File: config.mk
export PLATFORM = sky130hd
export DESIGN_NAME = manhattan_ring_walker
export DESIGN_NICKNAME = d
export VERILOG_FILES = /design/src/rtl/mini_spu_pkg.sv /design/src/rtl/manhattan_bounds.sv /design/src/rtl/manhattan_ring_walker.sv
export SDC_FILE = /design/constraint.sdc
export NUM_CORES = 1
export LEC_CHECK = 0
export CAP_MARGIN = 10
export CORE_UTILIZATION = 40
export CTS_CLUSTER_SIZE = 24
export DETAILED_ROUTE_END_ITERATION = 10
export PLACE_DENSITY_LB_ADDON = 0.12
export SLEW_MARGIN = 0
export SYNTH_ARGS = -nofsm -noshare
export SYNTH_HDL_FRONTEND = slang
export SYNTH_SLANG_ARGS = --single-unit
File: constraint.sdc
create_clock -name clk -period 4 [get_ports clk]
set_input_delay 0.8 -clock clk [delete_from_list [all_inputs] [get_ports clk]]
set_output_delay 0.8 -clock clk [all_outputs]
set_load 0.05 [all_outputs]
File: src/rtl/mini_spu_pkg.sv
// Shared Mini-SPU constants and types for the Manhattan distance datapath.
// Offsets are signed 7-bit so that -30..+30 and coordinate sums fit without overflow.
package mini_spu_pkg;

  localparam int COORD_W  = 4;
  localparam int DIST_W   = 8;
  localparam int DIST_MAX = 30;
  localparam int OFS_W    = 7;
  localparam int COUNT_W  = 6;

  typedef enum logic [1:0] {
    ST_IDLE = 2'd0,
    ST_WALK = 2'd1,
    ST_DONE = 2'd2
  } walk_state_t;

  typedef logic signed [OFS_W-1:0] ofs_t;

endpackage

File: src/rtl/manhattan_bounds.sv
// Start-time helper: clips the dx sweep of a Manhattan ring to the grid columns
// and flags distances too large to ever land inside the 16x16 grid.
module manhattan_bounds
  import mini_spu_pkg::*;
(
  input  logic [COORD_W-1:0] cx,
  input  logic [DIST_W-1:0]  r,
  output ofs_t               lo,
  output ofs_t               hi,
  output logic               too_far
);

  logic [OFS_W-1:0] r_ofs;
  logic [OFS_W-1:0] cx_ofs;
  logic [OFS_W-1:0] room;

  assign too_far = (r > DIST_W'(DIST_MAX));

  // Out-of-range distances never walk, so the truncated value here is harmless.
  assign r_ofs  = too_far ? '0 : {2'b00, r[4:0]};
  assign cx_ofs = {3'b000, cx};
  assign room   = 7'd15 - cx_ofs;

  assign lo = (r_ofs < cx_ofs) ? ofs_t'(-r_ofs) : ofs_t'(-cx_ofs);
  assign hi = (r_ofs < room)   ? ofs_t'(r_ofs)  : ofs_t'(room);

endmodule

File: src/rtl/manhattan_ring_walker.sv
// Enumerates every in-grid point at Manhattan distance r from (cx, cy),
// one point per valid/ready handshake, then pulses done with the point count.
module manhattan_ring_walker
  import mini_spu_pkg::*;
(
  input  logic               clk,
  input  logic               rst_n,
  input  logic               start,
  input  logic [COORD_W-1:0] cx,
  input  logic [COORD_W-1:0] cy,
  input  logic [3:0]         dist_high,
  input  logic [3:0]         dist_low,
  output logic               out_valid,
  input  logic               out_ready,
  output logic [COORD_W-1:0] px,
  output logic [COORD_W-1:0] py,
  output logic               busy,
  output logic               done,
  output logic [COUNT_W-1:0] count
);

  walk_state_t        state;
  logic [COORD_W-1:0] cx_q;
  logic [COORD_W-1:0] cy_q;
  ofs_t               r_q;
  ofs_t               dx;
  ofs_t               hi_q;
  logic               phase;

  ofs_t lo_w;
  ofs_t hi_w;
  logic too_far;

  ofs_t abs_dx;
  ofs_t m;
  ofs_t dy;
  ofs_t y;
  logic cand_valid;
  logic handshake;
  logic advance;

  manhattan_bounds u_bounds (
    .cx      (cx),
    .r       ({dist_high, dist_low}),
    .lo      (lo_w),
    .hi      (hi_w),
    .too_far (too_far)
  );

  // Current candidate: x stays in the grid by the lo/hi clipping, only y needs a test.
  always_comb begin
    abs_dx     = dx[OFS_W-1] ? ofs_t'(-dx) : dx;
    m          = r_q - abs_dx;
    dy         = phase ? m : ofs_t'(-m);
    y          = ofs_t'({3'b000, cy_q}) + dy;
    cand_valid = (y[OFS_W-1:COORD_W] == '0);
  end

  assign out_valid = (state == ST_WALK) && cand_valid;
  assign handshake = out_valid && out_ready;
  assign advance   = (state == ST_WALK) && (!cand_valid || out_ready);
  assign px        = cx_q + dx[COORD_W-1:0];
  assign py        = y[COORD_W-1:0];
  assign busy      = (state != ST_IDLE);
  assign done      = (state == ST_DONE);

  always_ff @(posedge clk or negedge rst_n) begin
    if (!rst_n) begin
      state <= ST_IDLE;
      cx_q  <= '0;
      cy_q  <= '0;
      r_q   <= '0;
      dx    <= '0;
      hi_q  <= '0;
      phase <= 1'b0;
      count <= '0;
    end else begin
      case (state)
        ST_IDLE: begin
          if (start) begin
            cx_q  <= cx;
            cy_q  <= cy;
            phase <= 1'b0;
            count <= '0;
            if (too_far) begin
              r_q   <= '0;
              dx    <= '0;
              hi_q  <= '0;
              state <= ST_DONE;
            end else begin
              r_q   <= ofs_t'({2'b00, dist_high[0], dist_low});
              dx    <= lo_w;
              hi_q  <= hi_w;
              state <= ST_WALK;
            end
          end
        end
        ST_WALK: begin
          if (handshake) begin
            count <= count + COUNT_W'(1);
          end
          // The m == 0 column has a single point, so it skips the second phase.
          if (advance) begin
            if (!phase && (m != '0)) begin
              phase <= 1'b1;
            end else begin
              phase <= 1'b0;
              dx    <= dx + ofs_t'(1);
              if (dx == hi_q) begin
                state <= ST_DONE;
              end
            end
          end
        end
        ST_DONE: begin
          state <= ST_IDLE;
        end
        default: begin
          state <= ST_IDLE;
        end
      endcase
    end
  end

endmodule
======== Word-level counts from Yosys, hierarchy flattened ========
Index checks and enable logic that the tools add are counted.
Widths: inputs -> output; s select.
operators by class
  add/sub/neg operators ................... 10
  $lt $le $gt $ge ......................... 3
  eq/ne operators ......................... 8
  muxes and demuxes ....................... 24
  reduce and logical (&&, ||, !) cells .... 17
operator list
  operator             count
  $mux 7               9
  $neg 7->7            3
  $pmux 7 s2           1
  $mux 6               2
  $pmux 6 s2           1
  $mux 2               5
  $gt 8x5->1 const B   1
  $ne 2x2->1 const B   4
  $reduce_and 4->1     2
  $add 5x7->7          1
  $add 7x2->7 const B  1
  $eq 7x7->1           1
  $lt 7x4->1           1
  $lt 7x7->1           1
  $neg 4->7            1
  $reduce_bool 7->1    1
  $sub 7x7->7          1
  $add 6x1->6 const B  1
  $reduce_and 3->1     2
  $mux 5               1
  $sub 4x4->5 const A  1
  $add 4x4->4          1
  $logic_and 1x1->1    4
  $pmux 2 s2           1
  other kinds (11)     15
word-level totals
  bits in registers ....................... 38
  input bits .............................. 20
  output and inout port bits .............. 17
  logic and storage cells ................. 70

======== Depth between registers and ports, before layout ========
  depth after elaboration ................. 12
  depth in mapped cells ................... 20
  mapped depth without buffers ............ 18

======== Modules after synthesis ========
Synthesis repeated with hierarchy kept, for this count alone.
second synthesis, totals
  cell total of the unflattened synthesis .. 403
  area, all modules ....................... 3,459.6 um^2
by module, submodules not included
  module                 instances  cells each  area an instance (um^2)  sequential area each (um^2)
  manhattan_ring_walker  1          335         2,940.3                  900.9
  manhattan_bounds       1          68          519.2                    0.0

======== Worst setup path after synthesis ========
No wires, ideal clock.
  kind .................................... reg2out
  start point ............................. reg dx[1]
  end point ............................... out out_valid
  arrival ................................. 4.165 ns
  data required time ...................... 3.200 ns
  setup slack ............................. -0.965 ns
  stages on the path, launching flop included .. 17
  buffers on the path ..................... 1
  cells stage by stage .................... dfrtp_1 clkbuf_2 inv_1 ha_1 nand2_1 o21ai_0 fa_1 ha_1 inv_1 mux2i_1 fa_1 nand2_1 nand2b_1 a221oi_1 o21ai_0 or2_2 a21oi_1
on the way
  longest elaborated chain between the ends .. 8
RTL lines
  element                   line                          text
  start: declaration        manhattan_ring_walker.sv:26   ofs_t dx;
  start signal: assignment  manhattan_ring_walker.sv:92   dx <= lo_w;
  start signal: assignment  manhattan_ring_walker.sv:108  dx <= dx + ofs_t'(1);
  $neg 7->7                 manhattan_ring_walker.sv:52   abs_dx = dx[OFS_W-1] ? ofs_t'(-dx) : dx;
  $mux 7 (*)                manhattan_ring_walker.sv:52
  $sub 7x7->7 (*)           manhattan_ring_walker.sv:53   m = r_q - abs_dx;
  $neg 7->7                 manhattan_ring_walker.sv:54   dy = phase ? m : ofs_t'(-m);
  $mux 7 (*)                manhattan_ring_walker.sv:54
  $add 5x7->7 (*)           manhattan_ring_walker.sv:55   y = ofs_t'({3'b000, cy_q}) + dy;
  $logic_not 3->1 (*)       manhattan_ring_walker.sv:56   cand_valid = (y[OFS_W-1:COORD_W] == '0);
  $logic_and 1x1->1 (*)     manhattan_ring_walker.sv:59   assign out_valid = (state == ST_WALK) && cand_valid;
  end: declaration          manhattan_ring_walker.sv:13   output logic out_valid,
Every way passes the cells marked *; elsewhere a longest branch is shown, timed or not.

======== Final worst setup path ========
  start point ............................. reg dx[0]
  end point ............................... out out_valid
Same word-level chain as after synthesis.

==> qor.yml <==
status:
  status: "finished with violations"
  violations: "setup timing"
global_route:
  top_usage_layer: "met2"
  grt_start_max_net_pins: 35
  grt.overflow.total: 0
  grt_pass1_wl_um: 13100
  met1_usage_pct: 29.1
  grt.met3_usage_pct: 2.77
  grt_pass1_vias: 2708
  met2_usage_pct: 36.8
  grt_use_total_pct: 21.6
  antenna_found_initial: 0
placement:
  placed_area_um2: 3810
  place.gp.congestion: 0.900
  dpl.hpwl_um: 6110
  portBuffers: 36
  dp_worst_setup_slack_ns: -0.0536
floorplan:
  die_h_um: 88.9
  core_region_area_um2: 7290
  floorplan.die_area_um2: 7910
  die_w_um: 88.9
  io_pins: 37
  start_util_pct: 41.4
  row_count: 31
yosys:
  synthArstFlopShare_pct: 100
  synth.ff_latch_count: 34
  synth_edf_count: 0
  synth_cells: 355
  ys.flop_type: "dfrtp_1"
  synth_largest_area_cell: "dfrtp_1"
  yosysTopAreaCellShare_pct: 28.2
  synth-seq-area-share_pct: 28.2
  yosysWarnings: 0
  ys_types: 60
  syn-cell-area_um2: 3020
  ys_top_cells_by_area: "dfrtp_1 (28%), ha_1 (9.9%), nand2_1 (7.1%), o21ai_0 (4.6%), xnor2_1 (4.6%)"
  avgSynthCellArea_um2: 8.51
  synth_nets: 402
timing:
  postLayoutSetupSlackWorst_ns: -0.373
  setup_viol: 9
  hold_ws_ns: 0.495
  worstMarginPinSlew_ns: 0.591
  rsz0062_at_grt: "yes"
  slew_viol_final: 0
  period_needed_ns: 4.37
  max_freq_ghz: 0.229
  clock_skew_ns: 0.00796
  finalSetupTns_ns: -0.900
  period_share_pct: 109
  finalHoldViolCount: 0
  slew_headroom_pct: 60.2
detailed_routing:
  routed_wirelength_um: 8150
  first_pass_iters: 4
  vias_per_cell: 5.35
  detail_route.wl_per_cell_um: 15.3
  antenna_left: 0
  num_vias: 2849
  drt-initial-drc-count: 88
  drcViolationCount: 0
hold_path:
  hold_end: "cy_q[2]"
  holdPathStages: 2
  hp-start: "cy_q[2]"
  hold_class: "flop to flop"
clock_network:
  path_clk_slew_ns: 0.07
  clockBufferDepth: 2
  clock-sinks: 34
  cts_tree: "yes"
  cts_buffers: 5
  clk_latency_ns: 0.29
  cts_max_level: 2
  cts_root_buffer: "clkbuf_8"
  ctsHoldBuffers: 0
critical_path:
  cp_cell_sequence: "inv_4 -> ha_4 -> nand2_2 -> o21ai_2 -> fa_2 -> xor2_4 -> buf_4 -> nand3b_1 -> mux2i_1 -> o21ai_0 -> buf_4 -> and3b_2 -> o21ai_1 -> or2_4 -> a21oi_4 -> buf_12"
  r2r_slack_ns: -0.11
  worstSetupPathType: "flop to output pin"
  cp_max_fo: 3
  worst_setup_path_start_kind: "flop"
  regToRegEndpoint: "dx[5]"
  worstRegToRegCells: 19
  end_kind: "output pin"
  crit_required_ns: 3.20
  arrival_ns: 3.57
  path_common_cell: "buf_4"
  worstReg2RegStart: "dx[0]"
  slowest_stage: "o21ai_0"
  slowest_delay_ns: 0.50
cells_and_area:
  area_delta_synth_final_pct: 37.5
  drive_above_1_share_pct: 26.7
  final_cell_mix: "nand2_1 (55), buf_4 (47), dfrtp_1 (34)"
  layout_commonest_cell: "nand2_1"
  num_antenna_cells: 0
  final_area_um2: 4160
  nets: 480
flow_run:
  maxCapViolations: 0
[worst max-delay path: cells and delay by family, from the launching register on]
kind	cells	cell delay (ns)
compound gates	4	0.78
xor+xnor	1	0.18
fa+ha+maj	2	0.60
buf+inv	4	0.58
flops	1	0.41
mux	1	0.11
simple gates	4	0.58
[routing by layer]
metal / wire length (um) / share of wire [%]
met3: 204 / 2.5
met2: 3950 / 48
met5: 0 / 0
met1: 3880 / 48
met4: 116 / 1.4
[per-stage QoR]
step / cells / util, %
finish: 533 / 57.0
global route: 533 / 57.0
CTS: 529 / 55.4
detailed placement: 515 / 52.3
global placement: 515 / 52.3
floorplan: 355 / -
[cells by family (layout without fill, tap and decap cells)]
| family | after synthesis | count (layout) | synth area share [%] |
|---|---|---|---|
| flops | 34 | 34 | 28.2 |
| fa+ha+maj | 27 | 27 | 11.9 |
| xor+xnor | 25 | 25 | 7.49 |
| mux | 16 | 16 | 5.84 |
| compound gates | 84 | 84 | 17.8 |
| simple gates | 130 | 130 | 21.4 |
| buf+inv | 39 | 118 | 7.37 |
[cells in the mapped netlist (2+ instances only)]
| cell type | count |
|---|---|
| a221oi_1 | 2 |
| inv_1 | 23 |
| nand4_1 | 4 |
| nor2_1 | 14 |
| nand2b_1 | 3 |
| buf_6 | 5 |
| a211oi_1 | 2 |
| and3_2 | 3 |
| a21oi_1 | 22 |
| o32a_1 | 3 |
| xnor2_1 | 16 |
| xor2_1 | 8 |
| fa_1 | 3 |
| nand3_1 | 8 |
| clkbuf_8 | 3 |
| a2bb2oi_1 | 3 |
| a311oi_1 | 3 |
| mux2i_1 | 12 |
| dfrtp_1 | 34 |
| a31oi_1 | 2 |
| o21bai_1 | 3 |
| mux2_4 | 3 |
| o22ai_1 | 2 |
| and3_1 | 4 |
| or3_1 | 4 |
| ha_1 | 24 |
| nand3b_1 | 2 |
| clkbuf_1 | 6 |
| nor2b_1 | 6 |
| o21ai_1 | 2 |
| nor3_1 | 10 |
| or2_2 | 2 |
| or4_1 | 2 |
| nand2_1 | 57 |
| o21ai_0 | 28 |
| a21o_1 | 3 |
[registers in the layout (all words and copies together) (netlist names)]
register / count
dx: 7
state: 2
cy_q: 4
r_q: 5
count: 6
phase: 1
hi_q: 5
cx_q: 4
[how the worst max path moves through the flow]
stage | startpoint | end | slack (ns) | depth (start not counted)
2_1_floorplan | dx[0] | out_valid | -0.15 | 17
3_3_place_gp | dx[1] | out_valid | -0.04 | 13
3_5_place_dp | dx[1] | out_valid | -0.05 | 17
4_1_cts | dx[1] | out_valid | -0.36 | 17
5_1_grt | dx[1] | out_valid | -0.54 | 17
6_report | dx[0] | out_valid | -0.37 | 16
[area by class of cell]
cell class	instances	area (um^2)
Multi-Input combinational cell	282	2200
Tap cell	99	124
Timing Repair Buffer	87	798
Clock buffer	7	86.3
Clock inverter	1	5.00
Inverter	23	93.8
Sequential cell	34	851
Fill cell	732	3140
[timing repair]
action                                 CTS  global route
pin swaps                               18             6
endpoints found under the hold margin    0             0
setup endpoints to repair                3            19
buffers inserted                         6             4
cloned                                   0             0
gates resized for setup                 17            11
Power is left out: the tool's default activity adds up to more than one toggle a clock period on the data nets, which glitch-free logic cannot reach.
